**config.mk**
```make
export PLATFORM = sky130hd
export DESIGN_NAME = fp32_div_iterative
export DESIGN_NICKNAME = d
export VERILOG_FILES = /design/src/rtl/fp32_pkg.sv /design/src/rtl/fp32_div_special.sv /design/src/rtl/fp32_div_iterative.sv
export SDC_FILE = /design/constraint.sdc
export NUM_CORES = 1
export LEC_CHECK = 0
export ABC_AREA = 1
export BUFFER_PORTS_ARGS = -buffer_cell sky130_fd_sc_hd__buf_2
export CORE_MARGIN = 4
export CORE_UTILIZATION = 52
export CTS_CLUSTER_SIZE = 14
export DETAILED_ROUTE_END_ITERATION = 6
export PLACE_DENSITY = 0.78
export SETUP_SLACK_MARGIN = 0.15
export SYNTH_ARGS = -nofsm -noshare
export SYNTH_HDL_FRONTEND = slang
export SYNTH_SLANG_ARGS = --single-unit
```
**constraint.sdc**
```tcl
create_clock -name clk -period 3.5 [get_ports clk]
set_input_delay 0.7 -clock clk [delete_from_list [all_inputs] [get_ports clk]]
set_output_delay 0.7 -clock clk [all_outputs]
set_load 0.01 [all_outputs]
```
**src/rtl/fp32_pkg.sv**
```systemverilog
// fp32_pkg: binary32 field layout, constants and operand classification
// shared by the FP32 multiplier and divider.
package fp32_pkg;

    typedef struct packed {
        logic        sign;
        logic [7:0]  exp;
        logic [22:0] frac;
    } fp32_t;

    localparam int          FP32_BIAS    = 127;
    localparam logic [31:0] FP32_QNAN    = 32'h7FC0_0000;
    localparam logic [7:0]  FP32_INF_EXP = 8'hFF;

    typedef enum logic [1:0] {FP_ZERO, FP_NORMAL, FP_INF, FP_NAN} fp32_class_t;

    typedef enum logic [2:0] {SP_NONE, SP_NAN, SP_DIVZ, SP_INF, SP_ZERO} fp32_special_t;

    // Subnormals classify as zero so they flush like the multiplier does.
    function automatic fp32_class_t fp32_class(input fp32_t x);
        return x.exp == 8'd0 ? FP_ZERO :
               x.exp != FP32_INF_EXP ? FP_NORMAL :
               x.frac == 23'd0 ? FP_INF : FP_NAN;
    endfunction

endpackage

```
**src/rtl/fp32_div_special.sv**
```systemverilog
// fp32_div_special: picks which special-case result overrides the computed
// quotient, in priority order, plus the quotient sign.
module fp32_div_special
    import fp32_pkg::*;
(
    input  fp32_t         a,
    input  fp32_t         b,
    output fp32_special_t sel,
    output logic          sign
);

    fp32_class_t ca, cb;

    always_comb begin
        ca   = fp32_class(a);
        cb   = fp32_class(b);
        sign = a.sign ^ b.sign;
        sel  = (ca == FP_NAN || cb == FP_NAN ||
                (ca == FP_ZERO && cb == FP_ZERO) ||
                (ca == FP_INF && cb == FP_INF)) ? SP_NAN :
               cb == FP_ZERO ? SP_DIVZ :
               ca == FP_INF ? SP_INF :
               (cb == FP_INF || ca == FP_ZERO) ? SP_ZERO : SP_NONE;
    end

endmodule

```
**src/rtl/fp32_div_iterative.sv**
```systemverilog
// fp32_div_iterative: binary32 divider, one restoring quotient bit per cycle,
// truncating, flush-to-zero; fixed 26-cycle latency from accept to done.
module fp32_div_iterative
    import fp32_pkg::*;
(
    input  logic        clk,
    input  logic        rst_n,
    input  logic        start,
    input  logic [31:0] a,
    input  logic [31:0] b,
    output logic [31:0] result,
    output logic        done,
    output logic        busy,
    output logic        div_by_zero,
    output logic        invalid,
    output logic        overflow,
    output logic        underflow
);

    typedef enum logic [1:0] {S_IDLE, S_DIVIDE, S_NORM} state_t;

    state_t              state, state_nxt;
    fp32_t               opa, opb;
    logic [25:0]         rem, rem_sel;
    logic [23:0]         dvs;
    logic [24:0]         q;
    logic [4:0]          cnt;
    logic [26:0]         diff;
    logic                ge;
    logic signed [9:0]   exp_q;
    logic [22:0]         frac_q;
    fp32_special_t       sel;
    logic                sign;
    logic [31:0]         res_nxt;
    logic                dz_nxt, inv_nxt, ov_nxt, un_nxt;

    fp32_div_special u_special (
        .a    (opa),
        .b    (opb),
        .sel  (sel),
        .sign (sign)
    );

    always_ff @(posedge clk or negedge rst_n)
        if (!rst_n) state <= S_IDLE;
        else        state <= state_nxt;

    always_comb begin
        state_nxt = state == S_IDLE   ? (start ? S_DIVIDE : S_IDLE) :
                    state == S_DIVIDE ? (cnt == 5'd0 ? S_NORM : S_DIVIDE) : S_IDLE;
    end

    // Trial subtraction: a clear borrow bit means the divisor fits.
    always_comb begin
        diff    = {1'b0, rem} - {3'b0, dvs};
        ge      = ~diff[26];
        rem_sel = ge ? diff[25:0] : rem;
    end

    always_comb begin
        exp_q   = 10'(opa.exp) - 10'(opb.exp) + (q[24] ? 10'(FP32_BIAS) : 10'(FP32_BIAS - 1));
        frac_q  = q[24] ? q[23:1] : q[22:0];
        res_nxt = {sign, exp_q[7:0], frac_q};
        dz_nxt  = 1'b0;
        inv_nxt = 1'b0;
        ov_nxt  = 1'b0;
        un_nxt  = 1'b0;
        case (sel)
            SP_NAN:  begin res_nxt = FP32_QNAN; inv_nxt = 1'b1; end
            SP_DIVZ: begin res_nxt = {sign, FP32_INF_EXP, 23'd0}; dz_nxt = 1'b1; end
            SP_INF:  res_nxt = {sign, FP32_INF_EXP, 23'd0};
            SP_ZERO: res_nxt = {sign, 31'd0};
            default:
                if (exp_q >= 10'sd255) begin
                    res_nxt = {sign, FP32_INF_EXP, 23'd0};
                    ov_nxt  = 1'b1;
                end else if (exp_q <= 10'sd0) begin
                    res_nxt = {sign, 31'd0};
                    un_nxt  = 1'b1;
                end
        endcase
    end

    always_ff @(posedge clk or negedge rst_n)
        if (!rst_n) begin
            opa         <= '0;
            opb         <= '0;
            rem         <= '0;
            dvs         <= '0;
            q           <= '0;
            cnt         <= '0;
            result      <= '0;
            done        <= 1'b0;
            busy        <= 1'b0;
            div_by_zero <= 1'b0;
            invalid     <= 1'b0;
            overflow    <= 1'b0;
            underflow   <= 1'b0;
        end else begin
            done <= 1'b0;
            case (state)
                S_IDLE:
                    if (start) begin
                        opa  <= a;
                        opb  <= b;
                        dvs  <= {1'b1, b[22:0]};
                        rem  <= {3'b0, 1'b1, a[22:0]};
                        q    <= '0;
                        cnt  <= 5'd24;
                        busy <= 1'b1;
                    end
                S_DIVIDE: begin
                    rem <= rem_sel << 1;
                    q   <= {q[23:0], ge};
                    cnt <= cnt - 5'd1;
                end
                S_NORM: begin
                    result      <= res_nxt;
                    div_by_zero <= dz_nxt;
                    invalid     <= inv_nxt;
                    overflow    <= ov_nxt;
                    underflow   <= un_nxt;
                    done        <= 1'b1;
                    busy        <= 1'b0;
                end
                default: ;
            endcase
        end

endmodule
```
* Word level (Yosys, flattened, before mapping)
Cells that the tools add are included.
** Storage, ports and cells
- Memories kept :: 0
- Flip-flop bits (word level) :: 184
- Latch bits :: 0
- Bits in read-only memories :: 0
- Output and inout port bits :: 38
- RAM bits :: 0
** Operators by class
- $add $sub $neg :: 4
- Multiply operators :: 0
- Div/mod/pow operators :: 0
- Mux-type cells :: 36
- Shifts and indexed selects :: 0
- Bitwise operators :: 2
- Equal/unequal tests :: 13
- $lt $le $gt $ge :: 2
- Reductions and logical operators :: 21
** Operators by type and width (number)
- 32-bit case mux with 3 select lines :: 1
- 31-bit two-way mux :: 2
- 26-bit case mux with 2 select lines :: 1
- 25-bit two-way mux :: 2
- 25-bit case mux with 2 select lines :: 1
- 23-bit logical NOT :: 2
- 26-bit by 24-bit subtractor with 27-bit output :: 1
- 26-bit two-way mux :: 1
- 23-bit two-way mux :: 1
- 8-bit logical NOT :: 2
- 8-bit != test (second input constant) :: 2
- 2-bit two-way mux :: 7
- 1-bit two-way mux :: 13
- 3-bit two-way mux :: 4
- 9-bit by 8-bit adder with 10-bit output :: 1
- 2-bit equality test (second input constant) :: 5
- 10-bit by 9-bit >= comparator with 1-bit output (second input constant) :: 1
- 10-bit by 1-bit less-or-equal comparator with 1-bit output (second input constant) :: 1
- 5-bit case mux with 2 select lines :: 1
- 8-bit by 8-bit subtractor with 9-bit output :: 1
- 3-bit by 2-bit equality test with 1-bit output (second input constant) :: 2
- 2-bit logical NOT :: 3
- 2-bit AND reduction :: 3
- 5-bit logical NOT :: 1
- 14 further kinds :: 19

* Longest topological paths before layout
Gate-level depths: netlist of run 1.
- Word-level depth :: 13
- Gate-level depth with buffers :: 21
- Gate-level depth less buffers :: 20

* Modules after synthesis
A second synthesis of run 1 with hierarchy kept.
** Second synthesis, totals
- Cell total of the unflattened synthesis :: 1283
- Area total of the unflattened synthesis :: 9437.8 um2
** Modules (own cells, without submodules)
- fp32_div_iterative :: cells each 1171, area each 8953.6 um2, times used 1
- fp32_div_special :: cells each 112, area each 484.2 um2, times used 1

* Least setup slack after synthesis of run 1
No wires, ideal clock.
- Kind :: register -> register
- From :: register opb[23] in the netlist's numbering
- To :: register result[10]
- Required time :: 3.383 ns
- Cell stages (with the launch flop) :: 18
- Arrival time :: 2.403 ns
- Path slack :: 0.980 ns
- Cell sequence :: dfrtp_1 ha_1 fa_1 ha_1 inv_1 nor2_1 nand3_1 nor2_2 nand3_2 nand2_2 inv_2 nor2_1 nand2_1 nand2_2 nand2_4 buf_6 nand3_1 nand2_1
** On the way
- Word-level cells in the longest chain between the ends :: 12
- Elaborated cells on any way between the ends :: 29
- Classes of those cells :: add/sub (2); order compare (2); eq/ne (7); mux (9); reduce/logical (9)
** Ends and longest elaborated chain
- start, declared :: line fp32_div_iterative.sv:23 : fp32_t opa, opb;
- start signal, assigned :: line fp32_div_iterative.sv:87 : opb <= '0;
- start signal, assigned :: line fp32_div_iterative.sv:105 : opb <= b;
- parallel branches: the longest is 11 deep, another holds 9-bit by 8-bit adder with 10-bit output
- 32-bit case mux with 3 select lines * :: line fp32_div_iterative.sv:68 : case (sel)
- end signal, assigned :: line fp32_div_iterative.sv:118 : result <= res_nxt;
- end, declared :: line fp32_div_iterative.sv:11 : output logic [31:0] result,
Mark *: on every way between the ends.
A chain may end at the register's enable or synchronous reset.

* Final worst setup path of run 1
- From :: register opb[23] in the netlist's numbering
- To :: register result[22]
Same word-level chain as after synthesis.

==> results of run 1 <==
## registers in the layout (all words and copies together), names as in the netlist
name and cells:
busy 1, cnt 5, div_by_zero 1, done 1, dvs 2, invalid 1
opa 32, opb 31, overflow 1, q 25, rem 26, result 32
state 2, underflow 1
## how the worst min path moves through the flow
stage               slack (ns)  cells after the start           startpoint             endpoint
global placement          0.45                      2  dvs[23]$_DFFE_PN0P_  dvs[23]$_DFFE_PN0P_
detailed placement        0.45                      2  dvs[23]$_DFFE_PN0P_  dvs[23]$_DFFE_PN0P_
floorplan                 0.40                      0                rst_n     busy$_DFFE_PN0P_
finish                    0.21                      1                rst_n   opa[9]$_DFFE_PN0P_
CTS                       0.23                      1                rst_n   opa[9]$_DFFE_PN0P_
global route              0.25                      1                rst_n   opa[9]$_DFFE_PN0P_
## worst reg2reg max path, cell delays in order, from the launching register on
cell and delay (ns):
dfrtp_1 0.42, ha_1 0.23, fa_1 0.53, ha_1 0.18
inv_1 0.05, nor2_1 0.13, nand3_1 0.12, nor2_2 0.13
nand3_2 0.10, nand2_2 0.11, nor2_1 0.05, nand2_2 0.07
nand2_4 0.07, nor2_8 0.30, nand3_1 0.15, nand2_1 0.09
## cell usage in the layout, fill, tap and decap left out, types with 7 or more instances in the layout
cell type	synthesis	routed
a21oi_1	37	37
a31o_2	7	7
buf_2	2	103
buf_4	1	11
clkbuf_16	0	17
dfrtp_1	161	161
ha_1	36	36
inv_1	156	155
inv_2	9	10
nand2_1	340	340
nand2_2	7	7
nand3_1	92	91
nand4_1	22	22
nor2_1	64	63
nor3_1	10	10
o21ai_0	111	111
o22ai_1	45	45
xor2_1	11	11
## final cells by class
type | count | share of cell area
multi-input cells | 846 | 0.416
well taps | 225 | 0.0265
clock inverters | 9 | 0.0115
clock buffers | 22 | 0.0465
inverters | 166 | 0.0587
flip-flops and latches | 161 | 0.379
repair buffers | 117 | 0.0611
## power groups by stage
stage                     Clock (mW)  Sequential, mW  Combinational (mW)
final                           1.93            3.16                7.75
after global routing            2.05            3.25                8.77
after CTS                       1.96            3.15                7.70
after detailed placement           0            3.17                7.62
after global placement             0            3.14                7.48
after floorplan                    0            3.08                6.00
## cell families after synthesis
| family | share of synthesized area |
|---|---|
| buffers and inverters | 0.0912 |
| flip-flops | 0.434 |
| AND/OR/NAND/NOR | 0.269 |
| AO/OA/AOI/OAI | 0.140 |
| adder cells (fa/ha/maj) | 0.0528 |
| XOR/XNOR | 0.0141 |
## metal layers
layer  wire length [um]  GRT usage  vias up
met5                  0          0        -
met4                705     0.0970        0
met3               1360     0.0458       53
met2              11800      0.417      263
met1              11500      0.365     4010
li1                   -          -     4164
## metrics by stage
step / worst slack (ns) / hold WS [ns] / std cells
2_1_floorplan: 0.980 / 0.404 / 1219
3_3_place_gp: 0.812 / 0.447 / 1515
3_5_place_dp: 0.729 / 0.454 / 1515
4_1_cts: 0.718 / 0.228 / 1546
5_1_grt: 0.388 / 0.247 / 1546
6_report: 0.708 / 0.210 / 1546
==> results.cfg, run 1 <==
[power_and_ir_drop]
ir_drop_mv = 0.745
power-per-cell-area_mw_per_mm2 = 1210
total_power_mw = 12.8
p_comb_frac = 0.603
p_leak_nw = 5.50
seq_power_share = 0.246
switchingPower_mw = 6.33
p_clk_frac = 0.150
internal-power_mw = 6.51
switching_share = 0.493

[sta]
slew_viol_final = 0
fin_tns_setup_ns = 0
finalSetupViolCount = 0
finClkSkew_ns = 0.00773
rsz0062_at_grt = false
tightest_slew_ns = 0.905
min_period_over_period = 0.798
finalHoldViolCount = 0
fmax_ghz = 0.358
min_period_ns = 2.79
slew_headroom = 0.396

[clock_tree]
cts_setup_buffers = 0
clk_pin_slew_worst_paths_ns = 0.06
cts_hold_buf = 0
htree_levels = 4
cts_buffer_depth = 2
cts-root-buf = clkbuf_16
cts_resized = 0
tritoncts = done
clock-sinks = 161
insertion_delay_ns = 0.43
numCtsBuffers = 17

[synthesis]
synth_edf_count = 0
synth_most_common_cell = nand2_1
ys_types = 46
netlist_instances = 1219
ys_async_sr_fraction = 1.00
yosys-top-cells-count = nand2_1 (340), dfrtp_1 (161), inv_1 (156)
ys_seq_area_frac = 0.434
synthFlopType = dfrtp_1
synthTopCellsByArea = dfrtp_1 (43%), nand2_1 (14%), inv_1 (6.3%)
yosys_warnings = 0
synth_top_area_share = 0.434
synth_top_area_cell = dfrtp_1
syn_nets = 1324
syn_area_per_cell_um2 = 7.62
ys_ff_latch = 161
syn-cell-area_mm2 = 0.00929

[worst_setup_path]
slowest_delay_ns = 0.53
reg2reg_slack_ns = 0.71
start_kind = flip-flop
worstPathArrival_ns = 3.16
worstReg2RegEnd = result[22]$_DFFE_PN0P_
path_cells = ha_1 -> fa_1 -> ha_1 -> inv_1 -> nor2_1 -> nand3_1 -> nor2_2 -> nand3_2 -> nand2_2 -> nor2_1 -> nand2_2 -> nand2_4 -> nor2_8 -> nand3_1 -> nand2_1
required_ns = 3.87
cp_top_family = simple AND/OR/NAND/NOR gates
cp-startpoint = opb[23]$_DFFE_PN0P_
r2r_cells = 15
critical_path_buf_inv_count = 1
path_class = flip-flop to flip-flop
crit_path_end = result[22]$_DFFE_PN0P_
critical_path_peak_fanout = 25
r2r_start = opb[23]$_DFFE_PN0P_
cpMaxStageDelayCell = fa_1
endpoint_kind = flip-flop
crit_cells = 15

[placed_design]
place_area_mm2 = 0.0100
portBuffers = 104
dp_hpwl_um = 18400
gp_congestion = 0.934

[routing]
dr.pass1.iters = 5
drc_errors = 0
viasPerCell = 5.49
vias = 8490
routed_wirelength_um = 25400
drtIter0Drc = 534
ant_nets = 0
routedWlPerCell_um = 16.4

[global_routing]
grt_max_degree = 100
grt_pass1_wl_um = 42300
overflow = 0
grt_pass1_vias = 8434
track_usage = 0.263
antenna_found_initial = 0

[hold_path]
min_path_type = input pin to asynchronous set/reset pin

[final_layout]
final_nets = 1414
area.growth.synth_to_final_pct = 14.3
fin_util = 0.610
diodes = 0
drive_gt1_frac = 0.148
seq_area_mm2 = 0.00403
fillCellCount = 1602
fin_area_mm2 = 0.0106
multi_input_area_mm2 = 0.00442

[die]
die_area_mm2 = 0.0201
ioPinCount = 105
initial_core_util = 0.533
num_rows = 48
core_mm2 = 0.0174
dieWidth_um = 142
die-height_um = 142

[job]
drv_cap = 0

[run_status]
outcome = completed
Note: power is estimated with default switching activity, not from simulation.
==> inputs of run 2 (changes only) <==
--- a/config.mk
+++ b/config.mk
@@ -11,7 +11,7 @@
 export CORE_UTILIZATION = 52
 export CTS_CLUSTER_SIZE = 14
 export DETAILED_ROUTE_END_ITERATION = 6
-export PLACE_DENSITY = 0.78
+export PLACE_DENSITY = 0.81
 export SETUP_SLACK_MARGIN = 0.15
 export SYNTH_ARGS = -nofsm -noshare
 export SYNTH_HDL_FRONTEND = slang
==> constraint.sdc (replaced) <==
create_clock -name clk -period 2.5 [get_ports clk]
set_input_delay 0.5 -clock clk [delete_from_list [all_inputs] [get_ports clk]]
set_output_delay 0.5 -clock clk [all_outputs]
set_load 0.01 [all_outputs]
==> run 2 against run 1 <==
The flow now finishes with violations (DRC, setup timing). Highest routed layer unchanged. First-iteration DRC count increased by 100%. Cell count increased by 3.6%. Global-route usage increased by 0.15 points. Clock skew increased by 0.0029 ns. Die area unchanged.
==> results.cfg, run 2 (same netlist as run 1, synthesis figures left out) <==
[sta]
finalHoldViolCount = 0
rsz0062_at_grt = true
min_period_over_period = 1.10
finClkSkew_ns = 0.0106
slew_viol_final = 0
slew_headroom = 0.645
finalSetupViolCount = 33
tightest_slew_ns = 0.533
layout_setup_ws_ns = -0.238
min_period_ns = 2.74
fmax_ghz = 0.365

[die]
dieWidth_um = 142
initial_core_util = 0.533
die_area_mm2 = 0.0201
num_rows = 48
die-height_um = 142
ioPinCount = 105
core_mm2 = 0.0174

[placed_design]
dp_hpwl_um = 18300
portBuffers = 104
gp_congestion = 0.999
dpl_worst_slack_ns = -0.156

[clock_tree]
htree_levels = 4
clk_pin_slew_worst_paths_ns = 0.06
clock-sinks = 161
cts_buffer_depth = 2
numCtsBuffers = 17
tritoncts = done
insertion_delay_ns = 0.44
cts-root-buf = clkbuf_16

[routing]
drc_errors = 1
dr.pass1.iters = 7
routed_wirelength_um = 28300
viasPerCell = 5.76
drtIter0Drc = 1090
routedWlPerCell_um = 17.7
ant_nets = 0
vias = 9217

[worst_setup_path]
path_cells = ha_4 -> fa_2 -> ha_4 -> inv_2 -> nor2_4 -> nand3_4 -> nor2_4 -> nand3_4 -> nand2_2 -> inv_2 -> nor2_2 -> nand2_2 -> nand2_8 -> nand2_4 -> nand3_1 -> nand2_1
reg2reg_slack_ns = -0.24
slowest_delay_ns = 0.59
cpMaxStageDelayCell = fa_2
critical_path_buf_inv_count = 2
path_class = flip-flop to flip-flop
required_ns = 2.83
start_kind = flip-flop
cp_top_family = simple AND/OR/NAND/NOR gates
worstPathArrival_ns = 3.06
critical_path_peak_fanout = 6
endpoint_kind = flip-flop

[final_layout]
mostFrequentLayoutCells = nand2_1 (328), dfrtp_1 (159), inv_1 (149)
top_regs = opa (32), result (32), opb (31)
diodes = 0
fin_util = 0.672
fillCellCount = 1324
final_common_cell = nand2_1
drive_gt1_frac = 0.241
area.growth.synth_to_final_pct = 25.9
final_nets = 1468

[run_status]
failed_checks = DRC, setup timing
outcome = complete, but fails checks

[global_routing]
antenna_found_initial = 0
track_usage = 0.265
overflow = 0
grt_pass1_wl_um = 42600
grt_max_degree = 110
grt_pass1_vias = 8521

[job]
drv_cap = 0

[hold_path]
min_path_type = input pin to flip-flop
==> run 2: cell types whose count changed in the layout (fill, tap and decap cells not counted), moves of 8 or more <==
cell	change
a21oi_1	-8
buf_4	+36
ha_1	-21
ha_4	+20
nand2_1	-12
nand2_2	+8
nand3_1	-17
nand3_2	+14
nor2_1	-8
==> run 2: what timing repair did <==
item / 4_1_cts / 5_1_grt
hold buffers: 1 / 0
setup endpoints to repair: 36 / 59
pin swaps: 13 / 26
hold endpoints to repair: 25 / 0
setup buffers: 3 / 12
resized for setup: 26 / 97
cloned: 2 / 7
==> run 2: path summary, 6_finish.rpt <==
check                                     from                    end  cells after the start
hold / removal                            b[0]     opb[0]$_DFFE_PN0P_                      3
setup reg to reg           opb[23]$_DFFE_PN0P_  result[8]$_DFFE_PN0P_                     16
max in group asynchronous                rst_n  result[4]$_DFFE_PN0P_                      3
min in group asynchronous                rst_n    rem[18]$_DFFE_PN0P_                      2
hold reg to reg            dvs[23]$_DFFE_PN0P_    dvs[23]$_DFFE_PN0P_                      2
setup / recovery           opb[23]$_DFFE_PN0P_  result[8]$_DFFE_PN0P_                     16
==> run 2: metal layers <==
layer,track usage,part of all wire,vias to the layer above
li1,-,-,4294
met1,0.366,0.40,4339
met2,0.422,0.47,459
met3,0.0509,0.081,125
met4,0.0874,0.042,0
met5,0,0,-
==> run 2: tightest hold or removal path, delay by kind of cell <==
family	cells	cell delay (ns)
AND/OR/NAND/NOR	2	0.09
buffers and inverters	1	0.08
==> run 2: cell type report <==
cell class	count	area, um2	share of cell area
clock buffers	19	443	0.0379
clock inverters	13	101	0.00866
inverters	166	623	0.0533
multi-input cells	851	5050	0.432
flip-flops and latches	161	4030	0.345
well taps	225	282	0.0241
repair buffers	166	1160	0.0995
==> run 2: metrics by stage <==
step           instances  setup TNS (ns)  hold slack, ns  cell area (um2)
4_1_cts             1582           -3.98           0.252            11000
3_5_place_dp        1544           -4.09           0.397            10300
6_report            1601           -6.50           0.264            11700
3_3_place_gp        1544           -1.00           0.392            10300
2_1_floorplan       1219               0           0.204             9300
5_1_grt             1601          -11.30           0.260            11700
Power of run 2 is not shown: default switching activity piles up to over one toggle a cycle in this logic, so the estimate is an artifact.
==> inputs of run 3 (changes only) <==
--- a/config.mk
+++ b/config.mk
@@ -12,6 +12,7 @@
 export CTS_CLUSTER_SIZE = 14
 export DETAILED_ROUTE_END_ITERATION = 6
 export PLACE_DENSITY = 0.81
+export RECOVER_POWER = 50
 export SETUP_SLACK_MARGIN = 0.15
 export SYNTH_ARGS = -nofsm -noshare
 export SYNTH_HDL_FRONTEND = slang
==> run 3 against run 2 <==
The run ends with capacitance limit, slew limit, setup timing left. Die area unchanged. Setup slack worse by 0.0023 ns. Core utilization is 0.079 points lower. Via count about the same. First-iteration DRC count is 0.37% higher. Hold slack better by 0.00071 ns. Cell area decreased by 0.12%.
==> results.cfg, run 3 (same netlist as run 1, synthesis figures left out) <==
[worst_setup_path]
cp_top_family = simple AND/OR/NAND/NOR gates
reg2reg_slack_ns = -0.24
slowest_delay_ns = 0.59
start_kind = flip-flop
path_cells = ha_4 -> fa_2 -> ha_4 -> inv_2 -> nor2_4 -> nand3_4 -> nor2_4 -> nand3_4 -> nand2_2 -> inv_2 -> nor2_2 -> nand2_2 -> nand2_8 -> nand2_4 -> nand3_1 -> nand2_1
endpoint_kind = flip-flop
r2r_cells = 16
worstPathArrival_ns = 3.07
crit_path_end = result[8]$_DFFE_PN0P_
cp-startpoint = opb[23]$_DFFE_PN0P_
crit_cells = 16
r2r_start = opb[23]$_DFFE_PN0P_
worstReg2RegEnd = result[8]$_DFFE_PN0P_
critical_path_peak_fanout = 6
critical_path_buf_inv_count = 2
required_ns = 2.82
cpMaxStageDelayCell = fa_2
path_class = flip-flop to flip-flop

[routing]
drtIter0Drc = 1094
vias = 9212
ant_nets = 0
dr.pass1.iters = 6
viasPerCell = 5.75
routedWlPerCell_um = 17.7
routed_wirelength_um = 28300
drc_errors = 0

[placed_design]
portBuffers = 104
gp_congestion = 0.999
dp_hpwl_um = 18300
placed_cells = 1544
place_area_mm2 = 0.0103

[clock_tree]
cts_buffer_depth = 2
insertion_delay_ns = 0.44
tritoncts = done
htree_levels = 4
numCtsBuffers = 17
clk_pin_slew_worst_paths_ns = 0.06
cts-root-buf = clkbuf_16
clock-sinks = 161

[sta]
fmax_ghz = 0.365
slew_viol_final = 27
finalHoldViolCount = 0
fin_hold_ws_ns = 0.265
layout_setup_ws_ns = -0.240
min_period_ns = 2.74
min_period_over_period = 1.10
slew_headroom = -0.168
finalSetupViolCount = 33
finClkSkew_ns = 0.00910
tightest_slew_ns = 1.75
rsz0062_at_grt = true

[die]
ioPinCount = 105
core_mm2 = 0.0174
dieWidth_um = 142
initial_core_util = 0.533
die_area_mm2 = 0.0201
num_rows = 48
die-height_um = 142

[final_layout]
top_regs = opa (32), result (32), opb (31)
mostFrequentLayoutCells = nand2_1 (328), dfrtp_1 (159), inv_1 (149)
fin_area_mm2 = 0.0117
instances_no_fill = 1601
final_nets = 1468
diodes = 0
drive_gt1_frac = 0.238
final_common_cell = nand2_1
area.growth.synth_to_final_pct = 25.8

[global_routing]
antenna_found_initial = 0
grt_pass1_wl_um = 42600
overflow = 0
grt_pass1_vias = 8521
track_usage = 0.265
grt_max_degree = 110

[hold_path]
min_path_type = input pin to flip-flop

[run_status]
failed_checks = capacitance limit, slew limit, setup timing
outcome = complete, but fails checks

[job]
drv_cap = 1
==> run 3: cell types whose count changed in the layout (fill, tap and decap cells not counted) <==
cell	change
buf_6	-1
nor2_1	+1
clkbuf_1	+2
nor2_2	-1
buf_4	-1
==> run 3: worst min path at each step <==
stage,start,endpoint,depth (start not counted)
after floorplan,rst_n,busy$_DFFE_PN0P_,0
after CTS,a[28],opa[28]$_DFFE_PN0P_,3
final,a[30],opa[30]$_DFFE_PN0P_,3
after detailed placement,rst_n,opa[8]$_DFFE_PN0P_,1
after global placement,rst_n,opb[18]$_DFFE_PN0P_,1
after global routing,a[26],opa[26]$_DFFE_PN0P_,3
==> run 3: worst reg2reg max path, cell delays in order (launching register included) <==
cell	delay (ns)
dfrtp_1	0.41
ha_4	0.18
fa_2	0.59
ha_4	0.14
inv_2	0.05
nor2_4	0.14
nand3_4	0.10
nor2_4	0.12
nand3_4	0.09
nand2_2	0.11
inv_2	0.05
nor2_2	0.13
nand2_2	0.11
nand2_8	0.14
nand2_4	0.11
nand3_1	0.09
nand2_1	0.05
==> run 3: layer usage <==
layer	share of wire	routed length, um	vias to the layer above	GRT usage
met5	0	0	-	0
met4	0.042	1190	0	0.0874
met3	0.082	2310	124	0.0509
met2	0.47	13300	456	0.422
met1	0.40	11400	4334	0.366
li1	-	-	4298	-
==> run 3: area by class of cell <==
| class | count | area [um2] |
|---|---|---|
| Sequential cell | 161 | 4030 |
| Multi-Input combinational cell | 851 | 5050 |
| Clock buffer | 19 | 443 |
| Inverter | 166 | 623 |
| Tap cell | 225 | 282 |
| Fill cell | 1329 | 5730 |
| Clock inverter | 13 | 101 |
| Timing Repair Buffer | 166 | 1150 |
==> run 3: what timing repair did <==
action | in CTS | in global routing
setup endpoints to repair | 36 | 59
cloned | 2 | 7
setup buffers | 3 | 12
gates resized for setup | 26 | 97
hold endpoints to repair | 25 | 0
hold buffers | 1 | 0
pin swaps | 13 | 26
==> run 3: stage by stage <==
step,util,setup slack (ns),TNS [ns]
detailed placement,0.589,-0.156,-4.09
global placement,0.589,-0.0483,-1.00
finish,0.671,-0.240,-6.52
global route,0.671,-0.388,-13.72
floorplan,-,0.0104,0
CTS,0.630,-0.152,-3.98
Power of run 3 is left out for the same reason.
